===== config.mk =====
export PLATFORM = sky130hd
export DESIGN_NAME = fifo_pkt_arb
export DESIGN_NICKNAME = d
export VERILOG_FILES = /design/src/rtl/fifo_pkt_arb.sv
export SDC_FILE = /design/constraint.sdc
export NUM_CORES = 1
export LEC_CHECK = 0
export ABC_AREA = 1
export BUFFER_PORTS_ARGS = -buffer_cell sky130_fd_sc_hd__buf_2
export CORE_ASPECT_RATIO = 1.1
export CORE_MARGIN = 1
export CORE_UTILIZATION = 43
export DETAILED_ROUTE_END_ITERATION = 12
export GPL_TIMING_DRIVEN = 0
export HOLD_SLACK_MARGIN = 0.08
export PLACE_DENSITY_LB_ADDON = 0.2
export SYNTH_ARGS = -nofsm -noshare
export SYNTH_HDL_FRONTEND = slang
export SYNTH_SLANG_ARGS = --single-unit

===== constraint.sdc =====
create_clock -name wb_clk -period 1.7 [get_ports wb_clk]
set_input_delay 0.34 -clock wb_clk [delete_from_list [all_inputs] [get_ports wb_clk]]
set_output_delay 0.34 -clock wb_clk [all_outputs]
set_load 0.05 [all_outputs]

===== src/rtl/fifo_pkt_arb.sv =====
// Packet-granular round-robin arbiter for the output-FIFO write port, plus FIFO reset sequencing.
// Grant is registered (1 cycle after req in IDLE); of_wrfull stalls rdy/of_wr combinationally with no loss.
module fifo_pkt_arb #(
   parameter int LEN_W      = 10,
   parameter int RST_CYCLES = 4,
   parameter int RST_QUIET  = 8
) (
   input  logic             wb_clk,
   input  logic             wb_reset_n,
   input  logic             rst_req,
   input  logic             req0,
   input  logic [LEN_W-1:0] len0,
   input  logic [31:0]      dat0,
   input  logic             vld0,
   output logic             rdy0,
   output logic             gnt0,
   input  logic             req1,
   input  logic [LEN_W-1:0] len1,
   input  logic [31:0]      dat1,
   input  logic             vld1,
   output logic             rdy1,
   output logic             gnt1,
   output logic [31:0]      of_d,
   output logic             of_wr,
   input  logic             of_wrfull,
   output logic             fifo_rst,
   output logic             busy,
   output logic             pkt_done
);

   localparam int TMR_MAX = (RST_CYCLES > RST_QUIET) ? RST_CYCLES : RST_QUIET;
   localparam int TMR_W   = $clog2(TMR_MAX) + 1;
   localparam logic [LEN_W:0]   CNT_ONE = (LEN_W+1)'(1);
   localparam logic [TMR_W-1:0] TMR_ONE = TMR_W'(1);

   typedef enum logic [1:0] {S_IDLE, S_XFER, S_RST_HOLD, S_RST_QUIET} state_t;

   state_t           r_state;
   logic             r_gnt0, r_gnt1;
   logic [LEN_W:0]   r_cnt;
   logic [TMR_W-1:0] r_tmr;
   logic             r_rst_pend;
   logic             r_last;
   logic             r_fifo_rst;
   logic             r_busy;
   logic             r_pkt_done;

   logic             w_beat0, w_beat1, w_beat;
   logic             w_pick1;
   logic [LEN_W-1:0] w_len;
   logic [LEN_W:0]   w_cnt_init;

   assign w_beat0 = r_gnt0 & vld0 & ~of_wrfull;
   assign w_beat1 = r_gnt1 & vld1 & ~of_wrfull;
   assign w_beat  = w_beat0 | w_beat1;

   // With both requesting, the one not served last wins; r_last resets to 1 so requester 0 goes first.
   assign w_pick1    = req1 & (~req0 | ~r_last);
   assign w_len      = w_pick1 ? len1 : len0;
   assign w_cnt_init = (w_len == '0) ? {1'b1, {LEN_W{1'b0}}} : {1'b0, w_len};

   assign rdy0     = r_gnt0 & ~of_wrfull;
   assign rdy1     = r_gnt1 & ~of_wrfull;
   assign gnt0     = r_gnt0;
   assign gnt1     = r_gnt1;
   assign of_wr    = w_beat;
   assign of_d     = r_gnt0 ? dat0 : (r_gnt1 ? dat1 : 32'h0);
   assign fifo_rst = r_fifo_rst;
   assign busy     = r_busy;
   assign pkt_done = r_pkt_done;

   always_ff @(posedge wb_clk or negedge wb_reset_n) begin
      if (!wb_reset_n) begin
         r_state    <= S_IDLE;
         r_gnt0     <= 1'b0;
         r_gnt1     <= 1'b0;
         r_cnt      <= '0;
         r_tmr      <= '0;
         r_rst_pend <= 1'b0;
         r_last     <= 1'b1;
         r_fifo_rst <= 1'b0;
         r_busy     <= 1'b0;
         r_pkt_done <= 1'b0;
      end else begin
         r_pkt_done <= 1'b0;
         if (rst_req && r_state != S_RST_HOLD && r_state != S_RST_QUIET)
            r_rst_pend <= 1'b1;
         case (r_state)
            S_IDLE: begin
               // A pending reset beats any waiting request; the clear overrides a same-cycle rst_req.
               if (r_rst_pend) begin
                  r_rst_pend <= 1'b0;
                  r_fifo_rst <= 1'b1;
                  r_busy     <= 1'b1;
                  r_tmr      <= TMR_W'(RST_CYCLES - 1);
                  r_state    <= S_RST_HOLD;
               end else if (req0 || req1) begin
                  r_gnt0  <= ~w_pick1;
                  r_gnt1  <= w_pick1;
                  r_cnt   <= w_cnt_init;
                  r_busy  <= 1'b1;
                  r_state <= S_XFER;
               end
            end
            S_XFER: begin
               if (w_beat) begin
                  r_cnt <= r_cnt - CNT_ONE;
                  if (r_cnt == CNT_ONE) begin
                     r_gnt0     <= 1'b0;
                     r_gnt1     <= 1'b0;
                     r_pkt_done <= 1'b1;
                     r_busy     <= 1'b0;
                     r_last     <= r_gnt1;
                     r_state    <= S_IDLE;
                  end
               end
            end
            S_RST_HOLD: begin
               if (r_tmr == '0) begin
                  r_fifo_rst <= 1'b0;
                  r_tmr      <= TMR_W'(RST_QUIET - 1);
                  r_state    <= S_RST_QUIET;
               end else begin
                  r_tmr <= r_tmr - TMR_ONE;
               end
            end
            S_RST_QUIET: begin
               if (r_tmr == '0) begin
                  r_busy  <= 1'b0;
                  r_state <= S_IDLE;
               end else begin
                  r_tmr <= r_tmr - TMR_ONE;
               end
            end
            default: r_state <= S_IDLE;
         endcase
      end
   end

endmodule


# Word-level counts from Yosys, hierarchy flattened
# Index checks and enable logic that the tools add are counted.
[word_totals] ramBits=0 mem_bits_ro=0 output_inout_bits=40 in_bits=92 latchBits=0 n_memories=0 elab_cells=96 register_bits=24
[classes] add_sub_neg=2 n_eq_ne=15 n_reduce_logical=17 magnitude_cmp=0 div=0 n_mul=0 shift=0 bitwise=13 n_mux=39
[ops] op="two-way mux 32 bit" n=2
[ops] op="two-way mux 11 bit" n=4
[ops] op="case mux 11 bit (2 select lines)" n=1
[ops] op="inequality test 2 bit (second input constant)" n=10
[ops] op="two-way mux 1 bit" n=16
[ops] op="AND reduction 5 bit" n=3
[ops] op="two-way mux 2 bit" n=6
[ops] op="two-way mux 4 bit" n=3
[ops] op="case mux 4 bit (3 select lines)" n=1
[ops] op="== test 11 x 1 -> 1 bit (second input constant)" n=1
[ops] op="subtractor 11 x 1 -> 11 bit (second input constant)" n=1
[ops] op="logical NOT 10 bit" n=1
[ops] op="two-way mux 10 bit" n=1
[ops] op="AND reduction 3 bit" n=3
[ops] op="case mux 2 bit (4 select lines)" n=1
[ops] op="bitwise AND 1 bit" n=7
[ops] op="case mux 1 bit (2 select lines)" n=3
[ops] op="nonzero test 3 bit" n=2
[ops] op="== test 2 bit (second input constant)" n=2
[ops] op="logical NOT 4 bit" n=1
[ops] op="NOT 1 bit" n=4
[ops] op="AND reduction 4 bit" n=1
[ops] op="nonzero test 2 bit" n=2
[ops] op="subtractor 4 x 1 -> 4 bit (second input constant)" n=1
[ops] op="other kinds (7)" n=9

# Depth between registers and ports, before layout
# Gate-level depths: netlist of run 1.
[depth] word_depth=9 ltp_mapped=11 ltp_nobuf=11

# Least setup slack after synthesis of run 1
# Ideal clock, no wire load.
[synth_path] path_type="reg-to-reg" start="register r_gnt1, in the netlist gnt1" end="register r_cnt[7]" n_path_buf=1 path_stages_with_launch=9 arrival_ps=2248 synth_period_minus_slack_ps=2375 required_ps=1573 path_slack_ps=-675 setup_ps=127 cell_sequence="dfrtp_1 -> buf_4 -> inv_2 -> nor2_2 -> nand2_1 -> nand2_1 -> nand2_1 -> nor3_1 -> o22ai_1"
[synth_between] elab_chain_len=5
[synth_lines] item="start: declaration" line_no="39" source="logic r_gnt0, r_gnt1;"
[synth_lines] item="start signal: assignment" line_no="99" source="r_gnt1 <= w_pick1;"
[synth_lines] item="bitwise AND 1 bit (2 in series)" line_no="54" source="assign w_beat1 = r_gnt1 & vld1 & ~of_wrfull;"
[synth_lines] item="OR 1 bit" line_no="55" source="assign w_beat = w_beat0 | w_beat1;"
[synth_lines] item="net of_wr" line_no="24" source="output logic of_wr,"
[synth_lines] item="inequality test 2 bit (no line)"
[synth_lines] item="AND reduction 4 bit (no line)"
[synth_lines] item="end signal: assignment" line_no="100" source="r_cnt <= w_cnt_init;"
[synth_lines] item="end signal: assignment" line_no="107" source="r_cnt <= r_cnt - CNT_ONE;"
[synth_lines] item="end: declaration" line_no="40" source="logic [LEN_W:0] r_cnt;"
# The timed path passes the listed nets, and every way through them passes these cells.
# A chain may end at the register's enable or synchronous reset.

# Worst setup path after layout of run 1
[layout_path] start="register r_gnt0, in the netlist gnt0" end="output port of_d[12]"
[layout_between] elab_chain_len=1
[layout_lines] item="start: declaration" line_no="39"
[layout_lines] item="start signal: assignment" line_no="98" source="r_gnt0 <= ~w_pick1;"
[layout_lines] item="two-way mux 32 bit" line_no="67" source="assign of_d = r_gnt0 ? dat0 : (r_gnt1 ? dat1 : 32'h0);"
[layout_lines] item="end: declaration" line_no="23" source="output logic [31:0] of_d,"
# Every way passes these cells.

==> impl_metrics.toml, run 1 <==
[timing]
slew_headroom_pct = 63.5
fin_ws_ns = -0.0144
finalCritPeriodShare_pct = 101
min_period_ns = 1.71
setup_violations = 2
rsz0062_at_grt = "yes"
finClkSkew_ns = 0.00599
max_freq_mhz = 583
worst_slew_pin_slew_ns = 0.548
slew_violations = 0
hold_viol_final = 0

[worst_setup_path]
critPathMaxFanout = 10
cp.arrival_ns = 1.37
cp-endpoint = "of_d[12]"
required_ns = 1.36
reg2reg_from = "r_last$_DFFE_PN1P_"
regToRegEndpoint = "r_cnt[10]$_DFFE_PN0P_"
start_kind = "flip-flop"
startpoint = "gnt0$_DFFE_PN0P_"
path_class = "flip-flop to output port"
reg2reg_slack_ns = 0.17
r2r_cells = 11
cp-end-kind = "output port"

[clock_tree]
clk_root_buffer_cell = "clkbuf_8"
cts-buffers-inserted = 3
cts_tree = "built"
clk_latency_ns = 0.27
cts_sinks = 24
cts.path.max_buffers = 2
cts.reportedPaths.clkPinSlew_ns = 0.09
htreeDepth = 1

[synth]
synth_area_um2 = 2080
synthDistinctLibCells = 33
syn-num-nets = 441
synthCells = 346
synth_area_per_cell_um2 = 6.02
synth_edf_count = 0
yosysWarnings = 0
synthArstFlopShare_pct = 100
seq_area_frac_synth_pct = 28.9
synth-seq-cells = 24
synth_ff_type = "dfrtp_1"

[placed_design]
dp_hpwl_mm = 5.24
dpl.cell_count = 533
port-buffer-count = 131
place_congestion = 0.899
dpl_cell_area_um2 = 2970

[floorplan]
die_w_um = 68.4
initial_core_util_pct = 44.8
core-area_um2 = 4650
dieArea_um2 = 5130
rows = 26
num_io_pins = 132
die_y_um = 75

[global_routing]
overflow = 0
grt_start_max_net_pins = 25
grt_first_pass_wirelength_mm = 10.0
grt_usage_pct = 26.0
antenna_found_initial = 0
grt_pass1_vias = 2333

[routing]
drtIter0Drc = 118
first_pass_iters = 4
wl_met2_mm = 4.06
antenna_left = 0
viasPerCell = 5.20
wire_per_inst_um = 14.1
wl_met1_mm = 2.84
dr_total_vias = 2815
drt-total-wl_mm = 7.61
drc = 0
met3_length_um = 517
highest_layer = "met4"

[cells_and_area]
areaGrowthSynthToFinish_pct = 64.5
antenna_cells = 0
fin_area_um2 = 3430
top_regs = "r_cnt: 11 flops, r_tmr: 4 flops, r_state: 2 flops"
largest-register = "r_cnt"
nNetsFinal = 581
fillers = 384
layout_common_cells = "106 x buf_2, 104 x nand2_1, 41 x nand3_1, 25 x inv_1, 25 x nand2_2"
final_common_cell = "buf_2"
fin_cells = 541
largest_register_ff_count = 11
drive_above_1_share_pct = 45.6

[outcome]
violations = "negative setup slack"
status = "complete, but fails checks"

[job]
drv_cap = 0

[hold_path]
hp-class = "input port to flip-flop"

[pwr]
p_total_mw = 6.36
max-vdd-ir-drop_mv = 0.648
p_leak_nw = 1.86
pwr_density_cell_nw_per_um2 = 1850
critical path: stages, from the launching register on:
cell and delay, ns:
dfrtp_2 0.46, clkinv_4 0.11, clkbuf_8 0.16, nand3_1 0.11, nand2_2 0.11, buf_8 0.15
routing by layer:
metal | GRT usage (%) | up-vias
li1 | - | 1383
met1 | 29.6 | 1275
met2 | 50.8 | 138
met3 | 2.27 | 19
met4 | 6.48 | 0
met5 | 0 | -
logic make-up after synthesis:
logic type | Yosys count | synth area share, %
simple gates | 228 | 48.2
buf+inv | 51 | 10.3
compound gates | 37 | 9.61
flops | 24 | 28.9
xor+xnor | 3 | 1.26
fa+ha+maj | 3 | 1.80
where the power goes:
group / switching (mW) / internal [mW] / total (mW)
sequential: 0.204 / 0.834 / 1.04
clock: 0.196 / 0.315 / 0.512
combinational: 3.09 / 1.71 / 4.81
total: 3.49 / 2.86 / 6.36
synthesized netlist by cell type, types with 2 or more instances:
| cell type | n | area share, % |
|---|---|---|
| inv_2 | 6 | 1.1 |
| ha_1 | 3 | 1.8 |
| nand3_1 | 49 | 12 |
| o22ai_1 | 2 | 0.60 |
| inv_1 | 26 | 4.7 |
| a21oi_1 | 6 | 1.4 |
| clkbuf_1 | 7 | 1.3 |
| buf_2 | 7 | 1.7 |
| xor2_1 | 3 | 1.3 |
| nor2_1 | 22 | 4.0 |
| nand2_1 | 138 | 25 |
| o21ai_0 | 10 | 2.4 |
| dfrtp_1 | 23 | 28 |
| a31oi_1 | 2 | 0.60 |
| buf_1 | 2 | 0.36 |
| nand3b_1 | 7 | 2.5 |
| nor2_2 | 3 | 0.90 |
| o21ai_1 | 14 | 3.4 |
| nor2_4 | 2 | 1.1 |
metrics by stage:
stage / hold WS (ns) / utilization, % / setup WS [ns] / TNS [ns]
after floorplan: 0.0444 / - / -0.0331 / -0.0661
after global placement: 0.352 / 63.8 / -0.137 / -2.16
after detailed placement: 0.354 / 63.8 / -0.156 / -2.85
after CTS: 0.310 / 69.5 / -0.00250 / -0.00350
after global routing: 0.325 / 73.7 / -0.142 / -0.566
final: 0.317 / 73.7 / -0.0144 / -0.0151
worst min path at each step:
stage               start                   end  slack, ns  cells after the start
2_1_floorplan  wb_reset_n      busy$_DFFE_PN0P_       0.04                      0
3_3_place_gp   wb_reset_n  r_tmr[0]$_DFFE_PN0P_       0.35                      1
3_5_place_dp   wb_reset_n  r_tmr[1]$_DFFE_PN0P_       0.35                      1
4_1_cts           rst_req  r_rst_pend$_DFF_PN0_       0.31                      3
5_1_grt           rst_req  r_rst_pend$_DFF_PN0_       0.32                      3
6_report          rst_req  r_rst_pend$_DFF_PN0_       0.32                      3
cell type report:
class | count | area (um2) | area share, %
Buffer | 17 | 141 | 4.13
Clock buffer | 3 | 41.3 | 1.20
Clock inverter | 1 | 30.0 | 0.876
Inverter | 33 | 134 | 3.91
Multi-Input combinational cell | 271 | 1460 | 42.6
Sequential cell | 24 | 604 | 17.6
Tap cell | 56 | 70.1 | 2.04
Timing Repair Buffer | 136 | 946 | 27.6
repair_timing:
action	CTS	global route
cloned	0	1
resized for setup	60	52
hold buffers	1	0
endpoints found under the setup margin	34	34
setup buffers	3	0
endpoints found under the hold margin	23	0
(Power assumes the default switching activity.)
==> run 2: changes to the inputs <==
--- a/config.mk
+++ b/config.mk
@@ -14,6 +14,7 @@
 export GPL_TIMING_DRIVEN = 0
 export HOLD_SLACK_MARGIN = 0.08
 export PLACE_DENSITY_LB_ADDON = 0.2
+export REMOVE_ABC_BUFFERS = 1
 export SYNTH_ARGS = -nofsm -noshare
 export SYNTH_HDL_FRONTEND = slang
 export SYNTH_SLANG_ARGS = --single-unit
==> run 2 against run 1 <==
- the flow still finishes with violations (negative setup slack)
- sequential share of layout area up 0.88 points
- final cell count shrank 1.1%
- die area did not move
- non-clock buffer count is 7 lower
- power down 3.7%
- critical path depth did not move
- global-route usage shrank 1.6 points
- setup slack worse by 0.091 ns
- register-to-register slack is essentially flat
- via count grew 0.96%
==> impl_metrics.toml, run 2 (synthesis results as in run 1) <==
[routing]
viasPerCell = 5.31
antenna_left = 0
drtIter0Drc = 130
wire_per_inst_um = 14.7
drt-total-wl_mm = 7.87
drc = 0
dr_total_vias = 2842
first_pass_iters = 5

[cells_and_area]
largest_register_ff_count = 11
fillers = 343
multi_input_area_um2 = 1380
layout_common_cells = "123 x nand2_1, 98 x buf_2, 38 x nand3_1, 25 x inv_1, 25 x buf_6"
antenna_cells = 0
final_common_cell = "nand2_1"
fin_cells = 535
regArea_um2 = 609
nNetsFinal = 575
top_regs = "r_cnt: 11 flops, r_tmr: 4 flops, r_state: 2 flops"
areaGrowthSynthToFinish_pct = 58.0
drive_above_1_share_pct = 41.3
largest-register = "r_cnt"

[floorplan]
die_w_um = 68.4
dieArea_um2 = 5130
rows = 26
core-area_um2 = 4650
num_io_pins = 132
die_y_um = 75
initial_core_util_pct = 44.8

[worst_setup_path]
start_kind = "flip-flop"
startpoint = "gnt0$_DFFE_PN0P_"
cp-end-kind = "output port"
reg2reg_from = "r_cnt[0]$_DFFE_PN0P_"
path_class = "flip-flop to output port"
cp.arrival_ns = 1.47
critPathMaxFanout = 8
required_ns = 1.36

[outcome]
status = "complete, but fails checks"
violations = "negative setup slack"

[hold_path]
hp-class = "input port to flip-flop"
hold_start = "rst_req"

[timing]
hold_viol_final = 0
slew_headroom_pct = 64.6
rsz0062_at_grt = "yes"
finClkSkew_ns = 0.00769
setup_violations = 30
slew_violations = 0
fin_ws_ns = -0.105
max_freq_mhz = 554
finalCritPeriodShare_pct = 106
worst_slew_pin_slew_ns = 0.531
min_period_ns = 1.81

[global_routing]
antenna_found_initial = 0
grt_pass1_vias = 2189
overflow = 0
grt_first_pass_wirelength_mm = 9.37
grt_usage_pct = 24.4
grt_start_max_net_pins = 25

[job]
drv_cap = 0

[placed_design]
dpl.cell_count = 515
place_congestion = 0.791
dp_hpwl_mm = 4.52
port-buffer-count = 131

[pwr]
pwr_density_cell_nw_per_um2 = 1860
p_leak_nw = 1.82
p_int_mw = 2.65
p_comb_share_pct = 75.7
max-vdd-ir-drop_mv = 0.909
p_clk_share_pct = 6.4
switchingPower_mw = 3.47
seq_power_share_pct = 17.9
p_total_mw = 6.12
p_sw_share_pct = 56.7

[clock_tree]
htreeDepth = 1
cts.path.max_buffers = 2
cts.reportedPaths.clkPinSlew_ns = 0.09
clk_latency_ns = 0.27
cts-buffers-inserted = 3
clk_root_buffer_cell = "clkbuf_8"
cts_tree = "built"
cts_sinks = 24
[run 2: layer usage]
metal / vias up / wire length (um) / GRT usage [%]
li1: 1367 / - / -
met2: 162 / 4020 / 47.9
met4: 0 / 407 / 9.26
met1: 1274 / 2770 / 26.7
met5: - / 0 / 0
met3: 39 / 681 / 1.67
[run 2: final timing paths]
kind,end,slack (ns),cells past startpoint
setup / recovery,of_d[19],-0.11,5
hold / removal,r_rst_pend$_DFF_PN0_,0.30,3
setup reg to reg,r_cnt[6]$_DFFE_PN0P_,0.17,10
hold reg to reg,busy$_DFFE_PN0P_,0.47,2
max in group asynchronous,gnt0$_DFFE_PN0P_,0.72,2
min in group asynchronous,r_cnt[7]$_DFFE_PN0P_,0.58,2
[run 2: layout make-up]
type | count | area share, %
multi-input combinational | 271 | 41.8
inverter | 33 | 3.95
timing repair buffer | 146 | 31.7
timing repair inverter | 1 | 0.228
sequential | 24 | 18.5
tap | 56 | 2.13
clock buffer | 4 | 1.67
[run 2: power by group through the flow]
stage | Clock [mW] | Combinational, mW | Sequential [mW]
5_1_grt | 0.419 | 4.94 | 1.13
4_1_cts | 0.398 | 4.09 | 1.09
3_5_place_dp | 0 | 3.35 | 1.22
3_3_place_gp | 0 | 3.31 | 1.21
2_1_floorplan | 0 | 2.45 | 1.28
6_report | 0.393 | 4.63 | 1.10
[run 2: worst max-delay path, stage by stage (launching register included)]
cell and delay [ns]:
dfrtp_4 0.54, clkinvlp_4 0.11, buf_6 0.15, nand3_2 0.13, nand2_2 0.12, buf_8 0.15
[run 2: timing repair]
item,4_1_cts,5_1_grt
endpoints found under the setup margin,54,39
endpoints found under the hold margin,23,0
gates resized for setup,56,63
pin swaps,1,10
setup buffers,14,0
gates cloned,1,0
hold buffers,1,0
[run 2: through the flow]
stage / instance area [um2] / hold slack, ns / util [%] / setup TNS (ns) / worst slack [ns]
3_5_place_dp: 2720 / 0.352 / 58.5 / -35.28 / -0.969
6_report: 3290 / 0.300 / 70.8 / -0.901 / -0.105
2_1_floorplan: 2000 / 0.0444 / - / -42.49 / -1.20
4_1_cts: 3060 / 0.294 / 65.8 / -0.0658 / -0.0235
3_3_place_gp: 2720 / 0.352 / 58.5 / -35.90 / -0.988
5_1_grt: 3290 / 0.333 / 70.8 / -2.76 / -0.155
